## src/rtl/conv_bram_pkg.sv

```systemverilog
// Shared types for the convolution-engine BRAM arbiter.
// Client ids are sized for up to 16 requesters.
package conv_bram_pkg;

  localparam int CLIENT_ID_W = 4;
  localparam int HAZ_CNT_W   = 16;

  typedef logic [CLIENT_ID_W-1:0] client_id_t;

  typedef struct packed {
    logic       valid;
    client_id_t id;
  } rd_tag_t;

endpackage

```

## src/rtl/dp_bram_if.sv

```systemverilog
// Dual-port BRAM bundle: port A read-only, port B write-only.
// The arbiter drives clock, reset and both address/control sets.
interface dp_bram_if #(
  parameter int DATA_WIDTH = 32,
  parameter int ADDR_WIDTH = 10
) ();

  logic                  clk;
  logic                  rst_n;
  logic                  en_a;
  logic                  we_a;
  logic [ADDR_WIDTH-1:0] addr_a;
  logic [DATA_WIDTH-1:0] data_in_a;
  logic [DATA_WIDTH-1:0] data_out_a;
  logic                  en_b;
  logic                  we_b;
  logic [ADDR_WIDTH-1:0] addr_b;
  logic [DATA_WIDTH-1:0] data_in_b;

  modport arbiter (
    output clk, rst_n,
    output en_a, we_a, addr_a, data_in_a,
    input  data_out_a,
    output en_b, we_b, addr_b, data_in_b
  );

  modport bram (
    input  clk, rst_n,
    input  en_a, we_a, addr_a, data_in_a,
    output data_out_a,
    input  en_b, we_b, addr_b, data_in_b
  );

endinterface

```

## src/rtl/rr_arbiter.sv

```systemverilog
// Combinational round-robin picker: first request at or after ptr.
// The pointer register belongs to the caller.
module rr_arbiter #(
  parameter int N    = 2,
  parameter int ID_W = 1
) (
  input  logic [N-1:0]    req,
  input  logic [ID_W-1:0] ptr,
  output logic [N-1:0]    gnt_onehot,
  output logic [ID_W-1:0] gnt_id,
  output logic            any
);

  logic [ID_W-1:0] idx;

  always_comb begin
    gnt_onehot = '0;
    gnt_id     = '0;
    any        = 1'b0;
    idx        = '0;
    for (int k = 0; k < N; k++) begin
      idx = ID_W'((int'(ptr) + k) % N);
      if (!any && req[idx]) begin
        any             = 1'b1;
        gnt_id          = idx;
        gnt_onehot[idx] = 1'b1;
      end
    end
  end

endmodule

```

## src/rtl/dp_bram_arbiter.sv

```systemverilog
// Multiplexes client reads onto BRAM port A and writes onto port B.
// Same-address read/write in one cycle: write wins, read retries.
module dp_bram_arbiter
  import conv_bram_pkg::*;
#(
  parameter int DATA_WIDTH  = 32,
  parameter int ADDR_WIDTH  = 10,
  parameter int NUM_CLIENTS = 2
) (
  input  logic                                    clk,
  input  logic                                    rst,
  input  logic [NUM_CLIENTS-1:0]                  req_valid,
  output logic [NUM_CLIENTS-1:0]                  req_ready,
  input  logic [NUM_CLIENTS-1:0]                  req_we,
  input  logic [NUM_CLIENTS-1:0][ADDR_WIDTH-1:0]  req_addr,
  input  logic [NUM_CLIENTS-1:0][DATA_WIDTH-1:0]  req_wdata,
  output logic [NUM_CLIENTS-1:0]                  rsp_valid,
  output logic [DATA_WIDTH-1:0]                   rsp_data,
  output logic [HAZ_CNT_W-1:0]                    hazard_cnt,
  dp_bram_if.arbiter                              bram
);

  localparam int ID_W = (NUM_CLIENTS > 1) ? $clog2(NUM_CLIENTS) : 1;

  logic [NUM_CLIENTS-1:0] rd_req, wr_req;
  logic [NUM_CLIENTS-1:0] rd_oh, wr_oh;
  logic [ID_W-1:0]        rd_ptr, wr_ptr;
  logic [ID_W-1:0]        rd_id, wr_id;
  logic [ID_W-1:0]        rd_nxt, wr_nxt;
  logic                   rd_any, wr_any;
  logic                   collide, rd_go, wr_go;
  rd_tag_t                tag;

  assign rd_req = req_valid & ~req_we;
  assign wr_req = req_valid & req_we;

  rr_arbiter #(.N(NUM_CLIENTS), .ID_W(ID_W)) u_rd_arb (
    .req        (rd_req),
    .ptr        (rd_ptr),
    .gnt_onehot (rd_oh),
    .gnt_id     (rd_id),
    .any        (rd_any)
  );

  rr_arbiter #(.N(NUM_CLIENTS), .ID_W(ID_W)) u_wr_arb (
    .req        (wr_req),
    .ptr        (wr_ptr),
    .gnt_onehot (wr_oh),
    .gnt_id     (wr_id),
    .any        (wr_any)
  );

  assign collide = rd_any && wr_any && !rst
                && (req_addr[rd_id] == req_addr[wr_id]);
  assign rd_go   = rd_any && !collide && !rst;
  assign wr_go   = wr_any && !rst;

  assign req_ready = ({NUM_CLIENTS{rd_go}} & rd_oh)
                   | ({NUM_CLIENTS{wr_go}} & wr_oh);

  assign rd_nxt = ID_W'((int'(rd_id) + 1) % NUM_CLIENTS);
  assign wr_nxt = ID_W'((int'(wr_id) + 1) % NUM_CLIENTS);

  assign bram.clk       = clk;
  assign bram.rst_n     = ~rst;
  assign bram.en_a      = rd_go;
  assign bram.we_a      = 1'b0;
  assign bram.addr_a    = req_addr[rd_id];
  assign bram.data_in_a = '0;
  assign bram.en_b      = wr_go;
  assign bram.we_b      = wr_go;
  assign bram.addr_b    = req_addr[wr_id];
  assign bram.data_in_b = req_wdata[wr_id];

  // tag tracks the read whose data appears on data_out_a next cycle
  always_ff @(posedge clk) begin
    if (rst) begin
      rd_ptr     <= '0;
      wr_ptr     <= '0;
      tag        <= '0;
      rsp_valid  <= '0;
      rsp_data   <= '0;
      hazard_cnt <= '0;
    end else begin
      if (rd_go) rd_ptr <= rd_nxt;
      if (wr_go) wr_ptr <= wr_nxt;
      tag.valid <= rd_go;
      tag.id    <= client_id_t'(rd_id);
      rsp_valid <= tag.valid ? (NUM_CLIENTS'(1) << tag.id) : '0;
      if (tag.valid) rsp_data <= bram.data_out_a;
      if (collide && hazard_cnt != '1)
        hazard_cnt <= hazard_cnt + HAZ_CNT_W'(1);
    end
  end

endmodule
```

## src/flat_wrapper.sv

```systemverilog
// flat-port wrapper written by rule: the top's interface ports become plain ports
module dp_bram_arbiter_flat import conv_bram_pkg::*;
#(
  parameter int DATA_WIDTH  = 32,
  parameter int ADDR_WIDTH  = 10,
  parameter int NUM_CLIENTS = 2
)
  (clk, rst, req_valid, req_ready, req_we, req_addr, req_wdata, rsp_valid, rsp_data, hazard_cnt, bram_clk, bram_rst_n, bram_en_a, bram_we_a, bram_addr_a, bram_data_in_a, bram_data_out_a, bram_en_b, bram_we_b, bram_addr_b, bram_data_in_b);
  dp_bram_if #(.DATA_WIDTH(DATA_WIDTH), .ADDR_WIDTH(ADDR_WIDTH)) bram_i ();
  input  logic clk;
  input  logic rst;
  input  logic [NUM_CLIENTS-1:0] req_valid;
  output logic [NUM_CLIENTS-1:0] req_ready;
  input  logic [NUM_CLIENTS-1:0] req_we;
  input  logic [NUM_CLIENTS-1:0][ADDR_WIDTH-1:0] req_addr;
  input  logic [NUM_CLIENTS-1:0][DATA_WIDTH-1:0] req_wdata;
  output logic [NUM_CLIENTS-1:0] rsp_valid;
  output logic [DATA_WIDTH-1:0] rsp_data;
  output logic [HAZ_CNT_W-1:0] hazard_cnt;
  output wire logic [$bits(bram_i.clk)-1:0] bram_clk;
  output wire logic [$bits(bram_i.rst_n)-1:0] bram_rst_n;
  output wire logic [$bits(bram_i.en_a)-1:0] bram_en_a;
  output wire logic [$bits(bram_i.we_a)-1:0] bram_we_a;
  output wire logic [$bits(bram_i.addr_a)-1:0] bram_addr_a;
  output wire logic [$bits(bram_i.data_in_a)-1:0] bram_data_in_a;
  input wire logic [$bits(bram_i.data_out_a)-1:0] bram_data_out_a;
  output wire logic [$bits(bram_i.en_b)-1:0] bram_en_b;
  output wire logic [$bits(bram_i.we_b)-1:0] bram_we_b;
  output wire logic [$bits(bram_i.addr_b)-1:0] bram_addr_b;
  output wire logic [$bits(bram_i.data_in_b)-1:0] bram_data_in_b;
  assign bram_clk = bram_i.clk;
  assign bram_rst_n = bram_i.rst_n;
  assign bram_en_a = bram_i.en_a;
  assign bram_we_a = bram_i.we_a;
  assign bram_addr_a = bram_i.addr_a;
  assign bram_data_in_a = bram_i.data_in_a;
  assign bram_i.data_out_a = bram_data_out_a;
  assign bram_en_b = bram_i.en_b;
  assign bram_we_b = bram_i.we_b;
  assign bram_addr_b = bram_i.addr_b;
  assign bram_data_in_b = bram_i.data_in_b;
  dp_bram_arbiter #(.DATA_WIDTH(DATA_WIDTH), .ADDR_WIDTH(ADDR_WIDTH), .NUM_CLIENTS(NUM_CLIENTS)) u_core (.clk(clk), .rst(rst), .req_valid(req_valid), .req_ready(req_ready), .req_we(req_we), .req_addr(req_addr), .req_wdata(req_wdata), .rsp_valid(rsp_valid), .rsp_data(rsp_data), .hazard_cnt(hazard_cnt), .bram(bram_i));
endmodule
```

## config.mk

```make
export PLATFORM = sky130hd
export DESIGN_NAME = dp_bram_arbiter_flat
export DESIGN_NICKNAME = d
export VERILOG_FILES = /design/src/rtl/conv_bram_pkg.sv /design/src/rtl/dp_bram_if.sv /design/src/rtl/rr_arbiter.sv /design/src/rtl/dp_bram_arbiter.sv /design/src/flat_wrapper.sv
export SDC_FILE = /design/constraint.sdc
export NUM_CORES = 1
export LEC_CHECK = 0
export ABC_AREA = 1
export BUFFER_PORTS_ARGS = -buffer_cell sky130_fd_sc_hd__buf_4
export CELL_PAD_IN_SITES_DETAIL_PLACEMENT = 0
export CELL_PAD_IN_SITES_GLOBAL_PLACEMENT = 2
export CORE_UTILIZATION = 22
export DETAILED_ROUTE_END_ITERATION = 8
export PLACE_DENSITY = 0.94
export RECOVER_POWER = 25
export SLEW_MARGIN = 20
export SYNTH_ARGS = -nofsm -noshare
export SYNTH_HDL_FRONTEND = slang
export SYNTH_SLANG_ARGS = --single-unit
```

## constraint.sdc

```tcl
create_clock -name clk -period 2.8 [get_ports clk]
set_input_delay 0.42 -clock clk [delete_from_list [all_inputs] [get_ports clk]]
set_output_delay 0.42 -clock clk [all_outputs]
set_load 0.02 [all_outputs]
```

==> flow_metrics.py, run 1 <==
metrics = {
    "timing": {
        "setup_violations": 0,
        "worst_pin_slew_ps": 1070,
        "slew_headroom": 0.287,
        "fin_skew_ps": 9.33,
        "report.final.hold_viol_count": 0,
        "slew_viol_final": 0,
        "setup_ws_ps": 100,
        "fin_hold_ws_ps": 227,
        "min_period_ps": 2700,
        "finalCritPeriodShare": 0.964,
        "rsz0062_at_grt": "yes",
        "clock.fmax_ghz": 0.370,
    },
    "pwr": {
        "internal_power_mw": 1.74,
        "p_leak_nw": 3.29,
        "swShare": 0.342,
        "peakVddDrop_mv": 0.418,
        "seq_power_share": 0.312,
        "power_frac_clock": 0.348,
        "power_frac_comb": 0.340,
        "power_mw": 2.64,
        "power_density_nw_per_um2": 414,
        "power_switching_mw": 0.903,
    },
    "clock_tree": {
        "cts_tree": "done",
        "clk_pin_slew_worst_paths_ps": 90,
        "clock_latency_ps": 410,
        "ctsHoldBuffers": 0,
    },
    "detailed_routing": {
        "wl_per_cell_um": 13.6,
        "ant_nets": 0,
        "first_iter_violations": 184,
        "via_per_inst": 4.28,
        "drc": 0,
        "routed_wl_um": 14900,
        "via_count": 4675,
        "drt-pass1-iter-count": 4,
    },
    "worst_setup_path": {
        "crit_buf_inv": 4,
        "slowest_delay_ps": 330,
        "path_delay_family": "simple AND/OR/NAND/NOR gates",
        "cp_max_fo": 6,
        "slowest_stage": "dfxtp_2",
        "cp.required_ps": 2380,
        "crit_path_cell_trace": "inv_2 > nand3_4 > buf_12 > nand3_1 > nand2_2 > nand2_1 > nand2_2 > nor2_4 > nand2_2 > nor2_4 > nand2_4 > nand3_4 > inv_4 > nand2_2 > nand2_2 > buf_6",
        "crit_type": "reg2out",
        "cp.arrival_ps": 2280,
        "crit_top_cell": "nand2_2",
        "r2r_start": "u_core.wr_ptr$_SDFFE_PP0P_",
        "ff2ff_setup_slack_ps": 680,
        "r2r_end": "u_core.hazard_cnt[6]$_SDFFE_PP0P_",
        "worstRegToRegCells": 15,
        "start_kind": "register",
        "end_kind": "output pin",
    },
    "min_path": {
        "worstHoldPathType": "in2reg",
        "min_path_cells": 3,
        "worstHoldEndpoint": "u_core.rsp_data[29]$_SDFFE_PP0P_",
        "hold_start": "bram_data_out_a[29]",
    },
    "placement": {
        "placed_cell_area_um2": 5860,
        "dp_slack_ps": 190,
        "place_congestion": 0.808,
        "portBuffers": 230,
        "place_hpwl_um": 11200,
    },
    "floorplanning": {
        "die_area_um2": 19000,
        "dieWidth_um": 138,
        "start_util": 0.225,
        "core_region_area_um2": 18000,
        "die_h_um": 138,
        "io_pins": 264,
        "num_rows": 49,
    },
    "synth": {
        "yosysSeqAreaShare": 0.267,
        "yosys_warnings": 0,
        "syn_area_per_cell_um2": 6.49,
        "ys.flop_type": "dfxtp_1",
        "syn_inst": 625,
        "synth_edf_count": 0,
        "yosysUniqueCellTypes": 37,
        "ys_ff_latch": 54,
        "synthArstFlopShare": 0,
        "syn-cell-area_um2": 4060,
    },
    "grt": {
        "grt_max_degree": 44,
        "gr-usage-all-layers": 0.148,
        "antenna_found_initial": 0,
        "grt_pass1_vias": 4273,
        "grt-ovfl-total": 0,
        "grt_pass1_wl_um": 22200,
    },
    "final_layout": {
        "n_antenna_cell": 0,
        "register_area_um2": 1080,
        "design_area_um2": 6380,
        "postLayoutCoreUtil": 0.354,
        "area.growth.synth_to_final_pct": 57.4,
        "multiInputGateArea_um2": 2590,
        "num-nets-final": 986,
        "drive_above_1_share": 0.420,
        "n_fill_cell": 2004,
    },
    "flow_run": {
        "drv_cap": 0,
    },
    "run_status": {
        "status": "finished, final reports clean",
    },
}
power by group through the flow:
stage / registers, mW / logic [mW] / clock network, mW
4_1_cts: 0.824 / 0.844 / 0.948
5_1_grt: 0.829 / 0.974 / 0.986
6_report: 0.824 / 0.898 / 0.920
2_1_floorplan: 0.881 / 0.465 / 0.0417
3_5_place_dp: 0.840 / 0.840 / 0.0417
3_3_place_gp: 0.839 / 0.843 / 0.0417
sequential cells by signal, summed over array words and instances (netlist names):
register and flops:
u_core.hazard_cnt 16, u_core.rsp_data 32, u_core.wr_ptr 1, u_core.rsp_valid 2, u_core.rd_ptr 1, u_core.tag 2
synth_stat cells, types with 2 or more instances:
| master | instances | area [µm²] |
|---|---|---|
| nor2_2 | 2 | 12.5 |
| nand3_1 | 42 | 210 |
| xor2_1 | 4 | 35.0 |
| buf_4 | 37 | 278 |
| buf_6 | 5 | 56.3 |
| nand2_1 | 158 | 593 |
| clkbuf_1 | 11 | 41.3 |
| nor2_4 | 3 | 33.8 |
| dfxtp_1 | 54 | 1080 |
| nand4_1 | 14 | 87.6 |
| mux2_2 | 32 | 360 |
| xnor2_1 | 3 | 26.3 |
| o21ai_0 | 38 | 190 |
| a21oi_1 | 12 | 60.1 |
| nor4_1 | 2 | 12.5 |
| buf_2 | 3 | 15.0 |
| nor2_1 | 104 | 390 |
| inv_1 | 53 | 199 |
| nand2_2 | 15 | 93.8 |
| buf_8 | 2 | 30.0 |
| o21ai_1 | 2 | 10.0 |
| nand3_2 | 8 | 80.1 |
| nor3_1 | 6 | 30.0 |
| clkinv_1 | 2 | 7.51 |
worst max path at each step:
stage / startpoint / endpoint / slack, ps / depth (start not counted)
5_1_grt: u_core.wr_ptr$_SDFFE_PP0P_ / req_ready[0] / -60 / 16
3_3_place_gp: req_we[0] / req_ready[0] / 200 / 16
4_1_cts: u_core.rd_ptr$_SDFFE_PP0P_ / req_ready[0] / 20 / 16
6_report: u_core.wr_ptr$_SDFFE_PP0P_ / req_ready[0] / 100 / 16
2_1_floorplan: req_we[1] / req_ready[0] / 440 / 11
3_5_place_dp: req_we[0] / req_ready[0] / 190 / 17
kinds of logic (layout without fill, tap and decap cells):
logic type	after synthesis	after routing	synth area share
xor gates and xnor gates	7	7	0.0151
AOI/OAI and AO/OA	55	55	0.0706
other	1	33	0.000924
and+or+nand+nor	359	360	0.396
DFF	54	54	0.267
adders and majority gates	1	1	0.00308
buffers and inverters	116	322	0.159
muxes	32	32	0.0888
cell type report:
| type | count | area share |
|---|---|---|
| sequential | 54 | 0.170 |
| clock buffer | 9 | 0.0325 |
| multi-input combinational | 488 | 0.406 |
| inverter | 57 | 0.0347 |
| tap | 229 | 0.0449 |
| timing repair buffer | 253 | 0.308 |
| clock inverter | 3 | 0.00451 |
routing by layer:
layer,share of wire,GRT usage,vias up
li1,-,-,2399
met1,0.45,0.190,2123
met2,0.48,0.253,147
met3,0.063,0.0375,6
met4,0.0042,0.0223,0
met5,0,0,-
cell usage in the layout (no fill, tap or decap), types with 4 or more instances in the layout:
cell	synthesis	final
dfxtp_1	54	53
a21oi_1	12	12
conb_1	1	33
nand3_2	8	9
clkbuf_16	0	10
buf_4	37	248
nand2_2	15	34
nor2_1	104	102
nand2_1	158	136
mux2_2	32	32
nand4_1	14	14
nand3_1	42	39
inv_1	53	51
nor3_1	6	6
o21ai_0	38	38
nor2_4	3	4
xor2_1	4	4
worst register-to-register path, stage by stage (launching register included):
cell and delay, ps:
dfxtp_2 330, inv_2 60, nand3_4 200, clkbuf_16 250
nand3_1 60, nand2_1 80, nand2_2 100, nand2_1 60
inv_1 60, nand2_2 60, nor2_4 140, buf_4 120
buf_4 130, nand4_2 140, o21ai_0 180, nor2_1 50
metrics by stage:
| stage | instances | TNS (ps) |
|---|---|---|
| 2_1_floorplan | 657 | 0 |
| 4_1_cts | 1079 | 0 |
| 5_1_grt | 1093 | -96.4 |
| 3_5_place_dp | 1068 | 0 |
| 6_report | 1093 | 0 |
| 3_3_place_gp | 1068 | 0 |
timing repair:
action                                  in CTS  in global routing
hold endpoints to repair                     0                  0
endpoints found under the setup margin       1                  3
resized for setup                            1                 42
pin swaps                                    0                 22
cloned                                       0                  4
buffers inserted                             0                 10
Note: power is estimated with default switching activity, not from simulation.
==> run 2: changes to the inputs <==
CORE_MARGIN = 8   (was unset)
CORE_UTILIZATION = 18   (was 22)
PLACE_DENSITY = 0.83   (was 0.94)
REMOVE_ABC_BUFFERS = 1   (was unset)
clock period = 2.4 ns   (was 2.8 ns; I/O delays follow)
==> flow_metrics.py, run 2 (synthesis gave the netlist of run 1 again) <==
metrics = {
    "run_status": {
        "status": "finished, violations left",
        "failed_checks": "setup timing",
    },
    "worst_setup_path": {
        "r2r_end": "u_core.hazard_cnt[15]$_SDFFE_PP0P_",
        "cp.arrival_ps": 2200,
        "cp.required_ps": 2040,
        "end_kind": "output pin",
        "r2r_start": "u_core.wr_ptr$_SDFFE_PP0P_",
        "crit_type": "reg2out",
        "cp_max_fo": 6,
        "crit_path_cell_trace": "inv_2 > nand3_4 > buf_12 > nand2_8 > nand2_2 > nand2_2 > nand2_2 > nand2_2 > inv_2 > nand3_2 > nor2_4 > nand2_2 > nand3_4 > o22ai_2 > buf_6",
        "ff2ff_setup_slack_ps": 200,
        "slowest_delay_ps": 320,
        "path_delay_family": "simple AND/OR/NAND/NOR gates",
        "crit_top_cell": "nand2_2",
        "worstRegToRegCells": 18,
        "start_kind": "register",
        "crit_buf_inv": 4,
        "slowest_stage": "dfxtp_2",
    },
    "grt": {
        "grt_pass1_wl_um": 28100,
        "antenna_found_initial": 0,
        "grt-ovfl-total": 0,
        "gr-usage-all-layers": 0.125,
        "grt_pass1_vias": 5232,
        "grt_max_degree": 34,
    },
    "timing": {
        "slew_headroom": 0.403,
        "clock.fmax_ghz": 0.391,
        "min_period_ps": 2560,
        "setup_violations": 5,
        "rsz0062_at_grt": "yes",
        "report.final.hold_viol_count": 0,
        "fin_skew_ps": 2.95,
        "fin_hold_ws_ps": 175,
        "worst_pin_slew_ps": 895,
        "slew_viol_final": 0,
        "finalCritPeriodShare": 1.07,
        "setup_ws_ps": -157,
    },
    "min_path": {
        "min_path_cells": 3,
        "worstHoldEndpoint": "u_core.rsp_data[17]$_SDFFE_PP0P_",
        "worstHoldPathType": "in2reg",
        "hold_start": "bram_data_out_a[17]",
    },
    "floorplanning": {
        "dieWidth_um": 166,
        "io_pins": 264,
        "start_util": 0.181,
        "die_h_um": 166,
        "core_region_area_um2": 22400,
        "die_area_um2": 27600,
        "num_rows": 55,
    },
    "clock_tree": {
        "clock_latency_ps": 400,
        "ctsHoldBuffers": 0,
        "clk_pin_slew_worst_paths_ps": 70,
        "cts_tree": "done",
    },
    "final_layout": {
        "reg.largest.list": "u_core.rsp_data x32, u_core.hazard_cnt x16",
        "area.growth.synth_to_final_pct": 76.9,
        "top_register": "u_core.rsp_data",
        "num-nets-final": 1056,
        "final_cell_mix": "buf_4, nand2_1, nor2_1",
        "postLayoutCoreUtil": 0.321,
        "design_area_um2": 7180,
        "drive_above_1_share": 0.503,
        "largest_reg_flops": 32,
        "n_antenna_cell": 0,
        "layout_commonest_cell": "buf_4",
    },
    "placement": {
        "place_hpwl_um": 14400,
        "place_congestion": 0.805,
        "placed_cell_area_um2": 6260,
        "portBuffers": 230,
    },
    "detailed_routing": {
        "drc": 0,
        "first_iter_violations": 151,
        "wl_per_cell_um": 15.0,
        "via_count": 4960,
        "routed_wl_um": 18300,
        "drt-pass1-iter-count": 4,
        "ant_nets": 0,
        "via_per_inst": 4.07,
    },
    "pwr": {
        "power_density_nw_per_um2": 462,
        "p_leak_nw": 3.63,
        "peakVddDrop_mv": 0.419,
        "power_mw": 3.31,
    },
    "flow_run": {
        "drv_cap": 0,
    },
}
[run 2: cell types whose count changed in the layout (fill, tap and decap cells not counted), moves of 3 or more]
cell / change
buf_4: +52
nand2_1: -22
nand2_2: +18
buf_6: +17
nand3_1: -8
nand3_2: +7
nand2_4: +5
nor2_1: -5
clkbuf_1: +4
nor2_2: +4
o21ai_0: -3
[run 2: how the worst max path moves through the flow]
stage                          startpoint            to  slack [ps]  cells past startpoint
5_1_grt        u_core.wr_ptr$_SDFFE_PP0P_  req_ready[0]        -280                     15
3_5_place_dp                    req_we[0]  req_ready[1]          -6                     16
3_3_place_gp                    req_we[0]  req_ready[1]         -20                     16
4_1_cts        u_core.wr_ptr$_SDFFE_PP0P_  req_ready[0]        -170                     16
2_1_floorplan                req_valid[1]  req_ready[0]        -450                     15
6_report       u_core.wr_ptr$_SDFFE_PP0P_  req_ready[1]        -160                     15
[run 2: per-layer routing]
layer  part of all wire  vias to the layer above  global-route usage
met5                  0                        -                   0
met4             0.0075                        0              0.0237
met3              0.054                       13              0.0349
met2               0.52                      114               0.228
met1               0.42                     2291               0.145
li1                   -                     2542                   -
[run 2: area by class of cell]
cell class / instances / area (µm²)
Fill cell: 2484 / 15200
Multi-Input combinational cell: 490 / 2780
Timing Repair Buffer: 321 / 2490
Sequential cell: 54 / 1080
Tap cell: 285 / 357
Inverter: 57 / 221
Clock buffer: 11 / 215
Clock inverter: 1 / 30.0
[run 2: worst min-delay path, delay by kind of cell]
family | cells | cell delay, ps
buffers and inverters | 1 | 80
and+or+nand+nor | 2 | 110
[run 2: timing repair]
item                                    in CTS  in global routing
pin swaps                                   15                 40
gates resized for setup                     31                 82
endpoints found under the setup margin       3                 16
buffers inserted                            31                 20
hold endpoints to repair                     0                  0
cloned                                       2                  2
[run 2: stage by stage]
step,setup TNS [ps],std cells,setup WS [ps]
final,-374,1219,-157
after global routing,-2430,1219,-284
after CTS,-1250,1214,-174
after detailed placement,-5.91,1170,-5.91
after global placement,-22.7,1170,-22.7
after floorplan,-1330,598,-445
[run 2: power by group]
part	leakage [nW]	switching [mW]	internal (mW)
combinational	3.07	0.667	0.570
sequential	0.442	0.0210	0.940
clock	0.120	0.387	0.728
total	3.63	1.08	2.24
